**src/rtl/merge_pkg.sv**
```systemverilog
// -----------------------------------------------------------------------------
// merge_pkg
// Shared definitions for the merge_packer stage of the frame merger:
//   - beat type codes carried on o_type
//   - packer FSM state encoding
//   - lane / output word width helpers
// -----------------------------------------------------------------------------
package merge_pkg;

  // Beat type codes seen by the bus/DMA side.
  localparam logic [1:0] TYPE_HDR = 2'b00;
  localparam logic [1:0] TYPE_DAT = 2'b01;
  localparam logic [1:0] TYPE_TRL = 2'b10;

  typedef enum logic [1:0] {
    IDLE    = 2'd0,
    HEADER  = 2'd1,
    DATA    = 2'd2,
    TRAILER = 2'd3
  } state_t;

  // One lane holds {th, data}.
  function automatic int lane_width(input int dw, input int thw);
    return dw + thw;
  endfunction

  // One output data word holds PACK lanes side by side.
  function automatic int word_width(input int pack, input int ew);
    return pack * ew;
  endfunction

endpackage

```
**src/rtl/merge_packer.sv**
```systemverilog
// -----------------------------------------------------------------------------
// merge_packer
// Packs the sorted triple stream of the frame merger into wide output words.
// Every merged group (entries up to and including i_last) leaves as:
//   header  : o_type=00, o_data = {0, sh, thh}   (thh in the LSBs)
//   data    : o_type=01, up to PACK lanes, lane 0 in the LSBs, o_keep = lanes
//   trailer : o_type=10, o_data = {0, entry count}, o_last=1
//
// Ports
//   clk, reset          clock, asynchronous active-high reset
//   i_valid/i_ready     upstream handshake (i_ready only in DATA)
//   i_last              final entry of a merged group
//   i_data, i_th        entry payload; lane = {i_th, i_data}
//   i_sh, i_thh         group side fields, sampled when the header loads
//   o_valid/o_ready     downstream handshake
//   o_last              marks the trailer beat
//   o_type              beat type (TYPE_HDR / TYPE_DAT / TYPE_TRL)
//   o_keep              lane-valid mask on data beats, 0 otherwise
//   o_data              beat payload
// -----------------------------------------------------------------------------
module merge_packer
  import merge_pkg::*;
#(
  parameter int DW   = 8,
  parameter int THW  = 2,
  parameter int SHW  = 32,
  parameter int THHW = 32,
  parameter int PACK = 8,
  parameter int CW   = 16
) (
  input  logic                                        clk,
  input  logic                                        reset,
  output logic                                        i_ready,
  input  logic                                        i_valid,
  input  logic                                        i_last,
  input  logic [DW-1:0]                               i_data,
  input  logic [THW-1:0]                              i_th,
  input  logic [SHW-1:0]                              i_sh,
  input  logic [THHW-1:0]                             i_thh,
  input  logic                                        o_ready,
  output logic                                        o_valid,
  output logic                                        o_last,
  output logic [1:0]                                  o_type,
  output logic [PACK-1:0]                             o_keep,
  output logic [word_width(PACK, lane_width(DW, THW))-1:0] o_data
);

  localparam int EW  = lane_width(DW, THW);
  localparam int OW  = word_width(PACK, EW);
  localparam int LCW = (PACK > 1) ? $clog2(PACK) : 1;

  // Header and trailer payloads must fit in one output word.
  if (OW < SHW + THHW || OW < CW) begin : g_width_check
    $error("merge_packer: OW=%0d too narrow for SHW+THHW=%0d or CW=%0d",
           OW, SHW + THHW, CW);
  end

  state_t         state;
  logic [LCW-1:0] lane_cnt;
  logic [CW-1:0]  count;
  logic [OW-1:0]  acc;

  logic           out_free;
  logic           in_fire;
  logic           word_done;
  logic [EW-1:0]  entry;
  logic [OW-1:0]  word_next;
  logic [PACK-1:0] keep_next;
  logic [CW-1:0]  count_next;

  // The output register may load when it is empty or being drained this cycle.
  assign out_free = !o_valid || o_ready;

  // i_ready depends only on state and the output side, never on i_valid/i_last.
  assign i_ready  = (state == DATA) && out_free;
  assign in_fire  = i_valid && i_ready;
  assign entry    = {i_th, i_data};

  // A word closes on its last lane or at the end of the group.
  assign word_done = (lane_cnt == LCW'(PACK - 1)) || i_last;

  // Entry counter saturates instead of wrapping.
  assign count_next = (&count) ? count : count + CW'(1);

  // Accumulator with the incoming entry dropped into the current lane, plus
  // the LSB-contiguous mask of lanes filled once it is in.
  // NOTE: every always_comb output gets a default first so no latch is inferred.
  always_comb begin
    word_next = acc;
    keep_next = '0;
    for (int k = 0; k < PACK; k++) begin
      if (LCW'(k) == lane_cnt) begin
        word_next[k*EW +: EW] = entry;
      end
      keep_next[k] = (LCW'(k) <= lane_cnt);
    end
  end

  // NOTE: sequential state uses non-blocking assignments only, so every read
  // in this block sees the pre-edge value regardless of statement order.
  always_ff @(posedge clk or posedge reset) begin
    if (reset) begin
      // NOTE: the accumulator is a plain register, not a memory, so it is
      // reset with everything else; a new group never sees stale lanes.
      state    <= IDLE;
      lane_cnt <= '0;
      count    <= '0;
      acc      <= '0;
      o_valid  <= 1'b0;
      o_last   <= 1'b0;
      o_type   <= TYPE_HDR;
      o_keep   <= '0;
      o_data   <= '0;
    end else begin
      // A beat accepted without a replacement leaves the register empty;
      // any load below re-asserts o_valid in the same cycle.
      if (out_free) begin
        o_valid <= 1'b0;
      end

      case (state)
        IDLE: begin
          if (i_valid) begin
            state <= HEADER;
          end
        end

        HEADER: begin
          if (out_free) begin
            o_valid <= 1'b1;
            o_type  <= TYPE_HDR;
            o_data  <= OW'({i_sh, i_thh});
            o_keep  <= '0;
            o_last  <= 1'b0;
            state   <= DATA;
          end
        end

        DATA: begin
          if (in_fire) begin
            count <= count_next;
            if (word_done) begin
              // in_fire implies out_free, so the output register is ours.
              o_valid  <= 1'b1;
              o_type   <= TYPE_DAT;
              o_data   <= word_next;
              o_keep   <= keep_next;
              o_last   <= 1'b0;
              acc      <= '0;
              lane_cnt <= '0;
            end else begin
              acc      <= word_next;
              lane_cnt <= lane_cnt + LCW'(1);
            end
            if (i_last) begin
              state <= TRAILER;
            end
          end
        end

        TRAILER: begin
          if (out_free) begin
            o_valid <= 1'b1;
            o_type  <= TYPE_TRL;
            o_data  <= OW'(count);
            o_keep  <= '0;
            o_last  <= 1'b1;
            count   <= '0;
            state   <= IDLE;
          end
        end

        default: state <= IDLE;
      endcase
    end
  end

endmodule

```
**config.mk**
```make
export PLATFORM = sky130hd
export DESIGN_NAME = merge_packer
export DESIGN_NICKNAME = d
export VERILOG_FILES = /design/src/rtl/merge_pkg.sv /design/src/rtl/merge_packer.sv
export SDC_FILE = /design/constraint.sdc
export NUM_CORES = 1
export LEC_CHECK = 0
export BUFFER_PORTS_ARGS = -buffer_cell sky130_fd_sc_hd__clkbuf_2
export CAP_MARGIN = 15
export CORE_MARGIN = 5
export CORE_UTILIZATION = 45
export DETAILED_ROUTE_END_ITERATION = 8
export PLACE_DENSITY = 0.69
export SLEW_MARGIN = 20
export SYNTH_ARGS = -nofsm -noshare
export SYNTH_HDL_FRONTEND = slang
export SYNTH_SLANG_ARGS = --single-unit
```
**constraint.sdc**
```tcl
create_clock -name clk -period 6.05 [get_ports clk]
set_clock_uncertainty 0.1 [all_clocks]
set_input_delay 1.21 -clock clk [delete_from_list [all_inputs] [get_ports clk]]
set_output_delay 1.21 -clock clk [all_outputs]
set_load 0.02 [all_outputs]
```
# == After elaboration in Yosys (flattened, before gate mapping) ==
# Index checks and enable logic that the tools add are counted.
# totals
regBits,193
input_bits,79
word_cells,97
# classes
n_addsub,2
magnitude_cmp,8
n_eq_ne,19
muxes,42
n_reduce_logical,17
# ops
cell,count
$mux W80,5
$pmux W80 S3,1
$mux W10,8
$mux W16,3
$pmux W16 S2,1
$mux W8,3
$add A16 B1 Y16 const B,1
$pmux W8 S2,1
$reduce_and A16 Y1,1
$mux W2,7
$ne A2 B2 Y1 const B,7
$eq A3 B3 Y1 const A,4
$le A3 B3 Y1 const A,4
$reduce_and A5 Y1,2
$mux W1,8
$pmux W2 S4,1
$reduce_and A4 Y1,2
$eq A2 B3 Y1 const A,2
$le A1 B3 Y1 const A,2
$le A2 B3 Y1 const A,2
$pmux W2 S3,1
$eq A2 B2 Y1 const B,2
$reduce_bool A2 Y1,2
$add A3 B1 Y3 const B,1
15 further kinds,17

# == Depth between registers and ports, before layout ==
# Gate-level depths: netlist of run 1.
# depth
ltp_word,6
depth_mapped,9
depth_no_buf,6

# == Least setup slack after synthesis of run 1 ==
# Ideal clock, no wire load.
# synth_path
path_kind,input to output
from,input o_ready
to,output i_ready
arrival_ps,1699
slack_ps,3041
cell_stages,3
cell_sequence,nor2b_1 -> buf_2 -> nor2_1
# synth_via
elab_chain_cells,2
# synth_rtl
item,line,source
"start, declared",merge_packer.sv:40,"input logic o_ready,"
$logic_or A1 B1 Y1,merge_packer.sv:72,assign out_free = !o_valid || o_ready;
$logic_and A1 B1 Y1,merge_packer.sv:75,assign i_ready = (state == DATA) && out_free;
"end, declared",merge_packer.sv:33,"output logic i_ready,"
# Every way passes these cells.

# == Final worst setup path of run 1 ==
# layout_path
from,register lane_cnt[1]
to,register o_data[61]
# layout_via
elab_chain_cells,5
elab_cells_between_ends,9
cone_classes,3 x eq/ne; 4 x mux; 2 x reduce/logical
# layout_rtl
item,line,source
"start, declared",merge_packer.sv:59,logic [LCW-1:0] lane_cnt;
"start signal, assigned",merge_packer.sv:153,lane_cnt <= lane_cnt + LCW'(1);
$eq A3 B3 Y1,merge_packer.sv:92,if (LCW'(k) == lane_cnt) begin
$mux W10,merge_packer.sv:92,
$mux W80,merge_packer.sv:142,if (word_done) begin
$mux W80,merge_packer.sv:140,if (in_fire) begin
$pmux W80 S3,merge_packer.sv:121,case (state)
"end signal, assigned",merge_packer.sv:132,"o_data <= OW'({i_sh, i_thh});"
"end signal, assigned",merge_packer.sv:146,o_data <= word_next;
"end signal, assigned",merge_packer.sv:165,o_data <= OW'(count);
"end, declared",merge_packer.sv:45,"output logic [word_width(PACK, lane_width(DW, THW))-1:0] o_data"
# Several ways; a longest one is shown, not always the timed one. The select of a mux whose other input is x is not followed.
# A chain may end at the register's enable or synchronous reset.

==> metrics, run 1 <==
post-synth top area share 51.2%; highest net fanout along the worst path 54; Mean Syn Cell Area 11.2 µm²; Hold Vio Cnt, Final 0; GPL Wtd Cong 0.846; Clk Latency, worst-skew pair 0.43 ns; R2R cell count 7; Seq/Total Area, Yosys 51.2%; critical path endpoint o_data[61]; top_reg_cell synth dfrtp_1; RSZ-0062 raised after global routing no; Die Footprint 23,800 µm²; Leak 5.35 nW; post-synthesis cell type count 46; Vias/cell 5.74; Ports 172; peak supply drop 314 µV; CP bufs+invs 1; status completed; buffers added on ports 171; NumNets Final 1,052; Layout fillers 1,830; post-route ant nets 0; CTS tree yes; ranking of synthesized cells by area dfrtp_1, mux2i_1, mux2_1, a32o_1, nand2_1; post_cts resized 0; H-tree levels 4; postcts setup bufs 0; setup_tns 0 ns; first-pass GRT wire length 39,200 µm; Hold WC Path Type reg -> reg; register area 4800 µm²; period utilization 62.7%; startpoint types register; Finished Core Util 54.0%; largest area contributor in the netlist dfrtp_1; Syn Std Cell Area 9380 µm²; critical path's top delay family adder cells; Seq cells post-synth 192; reg2reg end o_data[61]; CP max stage delay 0.85 ns; r2r setup slk 2.26 ns; vias in the first global route 7,031; largest net degree at the start of global routing 193; synth warn 0; Remaining Overflow, GRT 0; crit path from lane_cnt[1]; Initial Util 46.1%; share of cells above drive strength 1 25.3%; slew of the pin with the lowest slew margin 1.05 ns; Mapped Cells 836; most frequent cells in the layout dfrtp_1, clkbuf_2, nand2_1; row count 52; DR pass1 iterations 5; # diodes 0; total routed wirelength 24,500 µm; Min Clock Period, post-route 3.79 ns; crit path DAT 4.01 ns; Slew Viols, Final 0; Clk Tree Root Cell clkbuf_16; most frequent cell on the critical path ha_1; Core ar. 20,400 µm²; Chip Width 154 µm; DRC Markers 0; critical-path cell list ha_1 -> ha_1 -> or2_1 -> nand3_1 -> a21oi_4 -> buf_12 -> mux2_2; Total GRT Usage 20.6%; worst path required time 6.27 ns; endpoint type of the worst setup path register; die height 154 µm; kind of critical path reg -> reg; initial antenna violation count 0; DP HPWL 16,200 µm; Hold Buf Count CTS 0; P&R area growth vs syn 17.2%; Worst slew margin 30.2%; Hold Startpoint acc[0]; Max Clock Freq 264 MHz; critical path's slowest cell a21oi_4; CTS clk-pin slew, worst paths 0.07 ns; CTS buffer count 17; Initial DRC Count 529; drt wl/cell 19.7 µm; DR vias 7,141; Multi-input gate area 4260 µm²; power per cell area 495 nW/µm²; Sink Count 192; syn_nets 926; ys async rst share 100%; most common cell after layout, fill and taps aside dfrtp_1; final setup vio count 0; worst-case clock buffer depth 2; Stages on worst setup path 7; # Max-Cap Violations 0; worst reg2reg startpoint lane_cnt[1]; number of enable-type register cells in the synthesized netlist 0
[flip-flops by register name, summed over array words and instances (netlist names)]
signal    cells
count        16
o_keep        8
o_type        1
acc          80
lane_cnt      3
state         2
o_last        1
o_valid       1
o_data       80
[cell families after synthesis]
logic type / share of synthesized area (%)
simple gates: 9.08
fa+ha+maj: 1.47
mux: 18.8
buf+inv: 3.76
compound gates: 15.6
flops: 51.2
[tightest hold or removal path: stages (launching register included)]
cell and delay (ns):
dfrtp_1 0.34, nand2_1 0.04, o21ai_0 0.06
[final cells by class]
| cell class | count | share of cell area, % |
|---|---|---|
| multi-input combinational | 561 | 38.7 |
| clock buffer | 19 | 4.03 |
| timing repair buffer | 179 | 8.74 |
| sequential | 192 | 43.7 |
| tap | 270 | 3.07 |
| clock inverter | 13 | 1.37 |
| inverter | 11 | 0.410 |
[routing by layer]
layer | vias to the layer above | GRT usage, % | wire length, µm
met5 | - | 0 | 0
met4 | 0 | 4.63 | 255
met3 | 20 | 3.86 | 1400
met2 | 212 | 33.1 | 11700
met1 | 3573 | 29.3 | 11100
li1 | 3336 | - | -
[synth_stat cells, types with 3 or more instances]
cell type and count:
nor2_1 25, o21ai_0 64, a32o_1 50, nor2b_1 17, a22o_1 10, clkbuf_1 42, a21oi_1 11, nand4_1 6
inv_1 10, a22oi_1 17, buf_1 4, nand3_1 11, nor3_1 11, o2bb2ai_1 15, o22ai_1 12, a211oi_1 3
mux2i_1 81, buf_2 24, nand2_1 86, ha_1 11, nor4_1 6, o21ai_1 10, dfrtp_1 192, a221o_1 4
mux2_2 26, mux2_1 59
[through the flow]
stage	setup WS, ns	power (mW)	hold slack [ns]	cell area [µm²]	cells
floorplan	2.26	3.66	0.349	9390	836
global placement	2.40	4.28	0.363	10400	1212
detailed placement	2.29	4.33	0.371	10400	1212
CTS	2.23	5.48	0.386	11000	1244
global route	2.08	5.80	0.404	11000	1245
finish	2.26	5.44	0.386	11000	1245
[power breakdown]
part,leakage [nW],internal [mW],total [mW],switching [mW]
clock,0.291,0.630,1.15,0.516
combinational,2.51,0.956,2.42,1.46
sequential,2.55,1.64,1.87,0.235
[worst min path at each step]
| stage | to | cells after the start | slack, ns |
|---|---|---|---|
| 6_report | acc[0] | 2 | 0.39 |
| 5_1_grt | acc[0] | 2 | 0.40 |
| 4_1_cts | acc[0] | 2 | 0.39 |
| 3_5_place_dp | acc[0] | 2 | 0.37 |
| 3_3_place_gp | acc[4] | 2 | 0.36 |
| 2_1_floorplan | acc[0] | 2 | 0.35 |
No activity file was read; power rests on OpenSTA's default activity.
==> run 2: changes to the inputs <==
==> constraint.sdc (replaced) <==
create_clock -name clk -period 3.2 [get_ports clk]
set_clock_uncertainty 0.1 [all_clocks]
set_input_delay 0.64 -clock clk [delete_from_list [all_inputs] [get_ports clk]]
set_output_delay 0.64 -clock clk [all_outputs]
set_load 0.02 [all_outputs]
==> run 2 against run 1 <==
- die area unchanged
- critical path type is now reg -> out
- hold slack got worse by 0.28 ns
- total power increased by 91%
- register-to-register slack worse by 1.8 ns
- utilization grew 0.49 points
- highest routed layer unchanged
==> metrics, run 2 (same netlist as run 1, synthesis figures left out) <==
postcts setup bufs 0; Sink Count 192; Layout fillers 1,772; # diodes 0; post-route ant nets 0; NumNets Final 1,064; Clk Tree Root Cell clkbuf_16; RSZ-0062 raised after global routing no; initial antenna violation count 0; Ports 172; Initial Util 46.1%; Total GRT Usage 20.8%; Die Footprint 23,800 µm²; share of cells above drive strength 1 26.1%; DR vias 7,216; power per cell area 938 nW/µm²; first-pass GRT wire length 39,700 µm; Worst slew margin 44.7%; P&R area growth vs syn 18.3%; Min Clock Period, post-route 2.83 ns; # Max-Cap Violations 0; total routed wirelength 24,600 µm; slew of the pin with the lowest slew margin 0.824 ns; Core ar. 20,400 µm²; Clk Latency, worst-skew pair 0.44 ns; vias in the first global route 7,142; Max Clock Freq 354 MHz; buffers added on ports 171; DRC Markers 0; Finished Core Util 54.5%; CTS buffer count 17; DR pass1 iterations 5; status completed; drt wl/cell 19.6 µm; setup_tns 0 ns; period utilization 88.3%; endpoint type of the worst setup path output pin; highest net fanout along the worst path 13; Vias/cell 5.74; DP HPWL 16,900 µm; worst path required time 2.46 ns; largest net degree at the start of global routing 88; CTS tree yes; post-route cell area 11,100 µm²; H-tree levels 4; worst-case clock buffer depth 2; DP Area 10,500 µm²; kind of critical path reg -> out; row count 52; post_cts resized 0; Hold Vio Cnt, Final 0; Remaining Overflow, GRT 0; crit path DAT 2.09 ns; Chip Width 154 µm; startpoint types register; peak supply drop 643 µV; Initial DRC Count 539; die height 154 µm; Leak 5.42 nW; Slew Viols, Final 0; most frequent cells in the layout dfrtp_1, clkbuf_2, nand2_1; most common cell after layout, fill and taps aside dfrtp_1; Hold WC Path Type in -> async; CTS clk-pin slew, worst paths 0.07 ns; GPL Wtd Cong 0.875; Largest regs acc x80, o_data x80, count x16; final setup vio count 0; Hold Buf Count CTS 0
-- run 2: changes by cell type in the layout (fill, tap and decap cells not counted) --
cell and delta:
buf_12 +2, buf_16 -1, buf_4 +11, bufinv_16 +1, clkbuf_8 -1, clkinv_2 +1
clkinv_4 -1, nor2b_1 +1, nor2b_2 -1, nor3b_2 +1, nor3b_4 -1
-- run 2: stage by stage --
step / hold WS [ns] / power, mW / instances / worst slack (ns)
floorplan: 0.349 / 6.92 / 836 / -0.0164
global placement: 0.362 / 8.20 / 1225 / 0.624
detailed placement: 0.370 / 8.30 / 1225 / 0.526
CTS: 0.104 / 10.5 / 1257 / 0.342
global route: 0.139 / 11.1 / 1257 / 0.227
finish: 0.101 / 10.4 / 1257 / 0.373
-- run 2: cell type report --
class / count / area [µm²] / area share [%]
Clock inverter: 14 / 176 / 1.59
Inverter: 11 / 45.0 / 0.406
Sequential cell: 192 / 4800 / 43.3
Tap cell: 270 / 338 / 3.04
Multi-Input combinational cell: 561 / 4250 / 38.3
Timing Repair Buffer: 191 / 1060 / 9.52
Clock buffer: 18 / 429 / 3.87
-- run 2: final timing paths --
path	startpoint	end	slack, ns	depth (start not counted)
max in group asynchronous	reset	acc[54]	2.08	3
setup reg to reg	state[0]	count[1]	0.48	7
hold reg to reg	acc[3]	acc[3]	0.38	2
setup / recovery	state[0]	i_ready	0.37	5
min in group clk	acc[3]	acc[3]	0.38	2
hold / removal	reset	acc[75]	0.10	2
-- run 2: power by group --
part	total (mW)	leakage [nW]	switching (mW)	internal [mW]
Sequential	3.53	2.55	0.435	3.10
Clock	2.21	0.298	0.964	1.25
Combinational	4.67	2.57	2.79	1.88
-- run 2: layer usage --
metal / vias up / track usage [%] / share of wire, %
met5: - / 0 / 0
met3: 27 / 4.00 / 5.6
met2: 208 / 32.6 / 48
met1: 3618 / 29.7 / 45
met4: 0 / 5.51 / 1.6
li1: 3363 / - / -
-- run 2: worst max-delay path: stages, from the launching register on --
cell and delay [ns]:
dfrtp_1 0.40, inv_1 0.15, ha_1 0.53, inv_2 0.22, nor2_1 0.16, clkbuf_2 0.18
==> run 3: changes to the inputs <==
--- a/config.mk
+++ b/config.mk
@@ -5,12 +5,11 @@
 export SDC_FILE = /design/constraint.sdc
 export NUM_CORES = 1
 export LEC_CHECK = 0
-export BUFFER_PORTS_ARGS = -buffer_cell sky130_fd_sc_hd__clkbuf_2
 export CAP_MARGIN = 15
 export CORE_MARGIN = 5
 export CORE_UTILIZATION = 45
 export DETAILED_ROUTE_END_ITERATION = 8
-export PLACE_DENSITY = 0.69
+export DONT_BUFFER_PORTS = 1
 export SLEW_MARGIN = 20
 export SYNTH_ARGS = -nofsm -noshare
 export SYNTH_HDL_FRONTEND = slang
==> run 3 against run 2 <==
- global-route usage increased by 0.27 points
- first-iteration DRC count shrank 19%
- sequential share of layout area increased by 3.7 points
- combinational power fell by 20%
- non-clock buffer count down 170
- cell count is 14% lower
- clock power is 5% lower
- worst setup slack improved by 0.13 ns
- utilization shrank 4.3 points
- critical path depth increased by 1
- maximum frequency is 4.8% higher
- largest cell class unchanged
- highest routed layer unchanged
==> metrics, run 3 (same netlist as run 1, synthesis figures left out) <==
status completed; Sink Count 192; Min Clock Period, post-route 2.70 ns; internal power 5.82 mW; die height 154 µm; Fin Hold WS 0.119 ns; Final Power 9.96 mW; critical path's slowest cell dfrtp_1; Switch Pwr 4.14 mW; Slew Viols, Final 0; DP HPWL 17,000 µm; buffers added on ports 0; H-tree levels 4; DR vias 6,695; P&R area growth vs syn 8.95%; postcts setup bufs 0; vias in the first global route 6,761; final setup vio count 0; Hold Vio Cnt, Final 0; DRC Markers 0; most common cell after layout, fill and taps aside dfrtp_1; slew of the pin with the lowest slew margin 1.07 ns; RSZ-0062 raised after global routing no; Largest regs acc x80, o_data x80, count x16; Hold WC Path Type in -> async; Remaining Overflow, GRT 0; Sw Ratio 41.5%; share of cells above drive strength 1 10.8%; crit path DAT 1.96 ns; Chip Width 154 µm; startpoint types register; drt wl/cell 23.0 µm; critical-path cell list inv_1 -> ha_1 -> buf_4 -> inv_2 -> nor2_1 -> buf_4; Worst slew margin 28.3%; kind of critical path reg -> out; most frequent cell on the critical path buf_4; peak supply drop 542 µV; NumNets Final 894; Ports 172; Clk Tree Root Cell clkbuf_16; DR pass1 iterations 5; power per cell area 974 nW/µm²; final std cells w/o fill 1,087; largest net degree at the start of global routing 117; combinational share of power 37.5%; Leak 4.67 nW; DP Cell Count 1,055; row count 52; Flop pwr share 41.3%; worst-case clock buffer depth 2; Initial DRC Count 435; Max Clock Freq 371 MHz; post_cts resized 0; first-pass GRT wire length 39,500 µm; Clk Latency, worst-skew pair 0.43 ns; CTS clk-pin slew, worst paths 0.07 ns; initial antenna violation count 1; period utilization 84.3%; worst path required time 2.46 ns; Total GRT Usage 21.0%; Hold Buf Count CTS 0; CTS buffer count 17; # Max-Cap Violations 0; Initial Util 46.1%; GPL Wtd Cong 0.826; highest net fanout along the worst path 13; Finished Core Util 50.2%; CP max stage delay 0.41 ns; Vias/cell 6.16; most frequent cells in the layout dfrtp_1, nand2_1, mux2i_1; Die Footprint 23,800 µm²; CTS tree yes; Core ar. 20,400 µm²; total routed wirelength 25,000 µm; post-route ant nets 0; endpoint type of the worst setup path output pin; clock group share of total power 21.1%
run 3: cell count changes in the layout (fill, tap and decap cells not counted):
cell	change
clkinv_4	+3
buf_4	+1
inv_8	+1
inv_6	-1
bufinv_16	-2
clkinv_8	+1
clkinv_2	-2
diode_2	+1
clkbuf_2	-171
clkbuf_1	-1
run 3: worst paths after layout:
| path | start | to | slack, ns | cells past startpoint |
|---|---|---|---|---|
| setup / recovery | state[0] | i_ready | 0.50 | 6 |
| hold / removal | reset | o_type[0] | 0.12 | 2 |
| setup reg to reg | lane_cnt[0] | acc[12] | 0.55 | 7 |
| hold reg to reg | acc[1] | acc[1] | 0.39 | 2 |
| max in group asynchronous | reset | o_data[56] | 2.30 | 2 |
| min in group clk | i_th[1] | acc[19] | 0.25 | 1 |
run 3: worst max-delay path: cells and delay by family, from the launching register on:
kind          cells  cell delay [ns]
fa+ha+maj         1             0.35
buf+inv           4             0.64
flops             1             0.41
simple gates      1             0.13
run 3: metal layers:
metal  GRT usage (%)  vias up  wire length [µm]
met5               0        -                 0
met4            6.94        0               446
met3            6.06       30              1810
met2            33.6      234             12200
met1            27.8     3413             10500
li1                -     3018                 -
run 3: metrics by stage:
stage | setup slack [ns] | setup TNS, ns | cell area [µm²]
after floorplan | -0.0164 | -3.16 | 9390
after global placement | 0.745 | 0 | 9640
after detailed placement | 0.578 | 0 | 9640
after CTS | 0.485 | 0 | 10200
after global routing | 0.354 | 0 | 10200
final | 0.502 | 0 | 10200
run 3: power by group through the flow:
stage	combinational, mW	sequential [mW]	clock, mW
2_1_floorplan	3.01	3.92	0
3_3_place_gp	3.62	4.13	0
3_5_place_dp	3.77	4.17	0
4_1_cts	3.77	4.12	2.15
5_1_grt	4.14	4.20	2.24
6_report	3.74	4.12	2.11
run 3: cell type report:
| cell class | instances | area [µm²] |
|---|---|---|
| multi-input cells | 561 | 4250 |
| inverters | 11 | 45.0 |
| fillers | 1768 | 10100 |
| diodes | 1 | 2.50 |
| flip-flops and latches | 192 | 4800 |
| repair buffers | 21 | 208 |
| clock inverters | 14 | 151 |
| well taps | 270 | 338 |
| clock buffers | 17 | 425 |
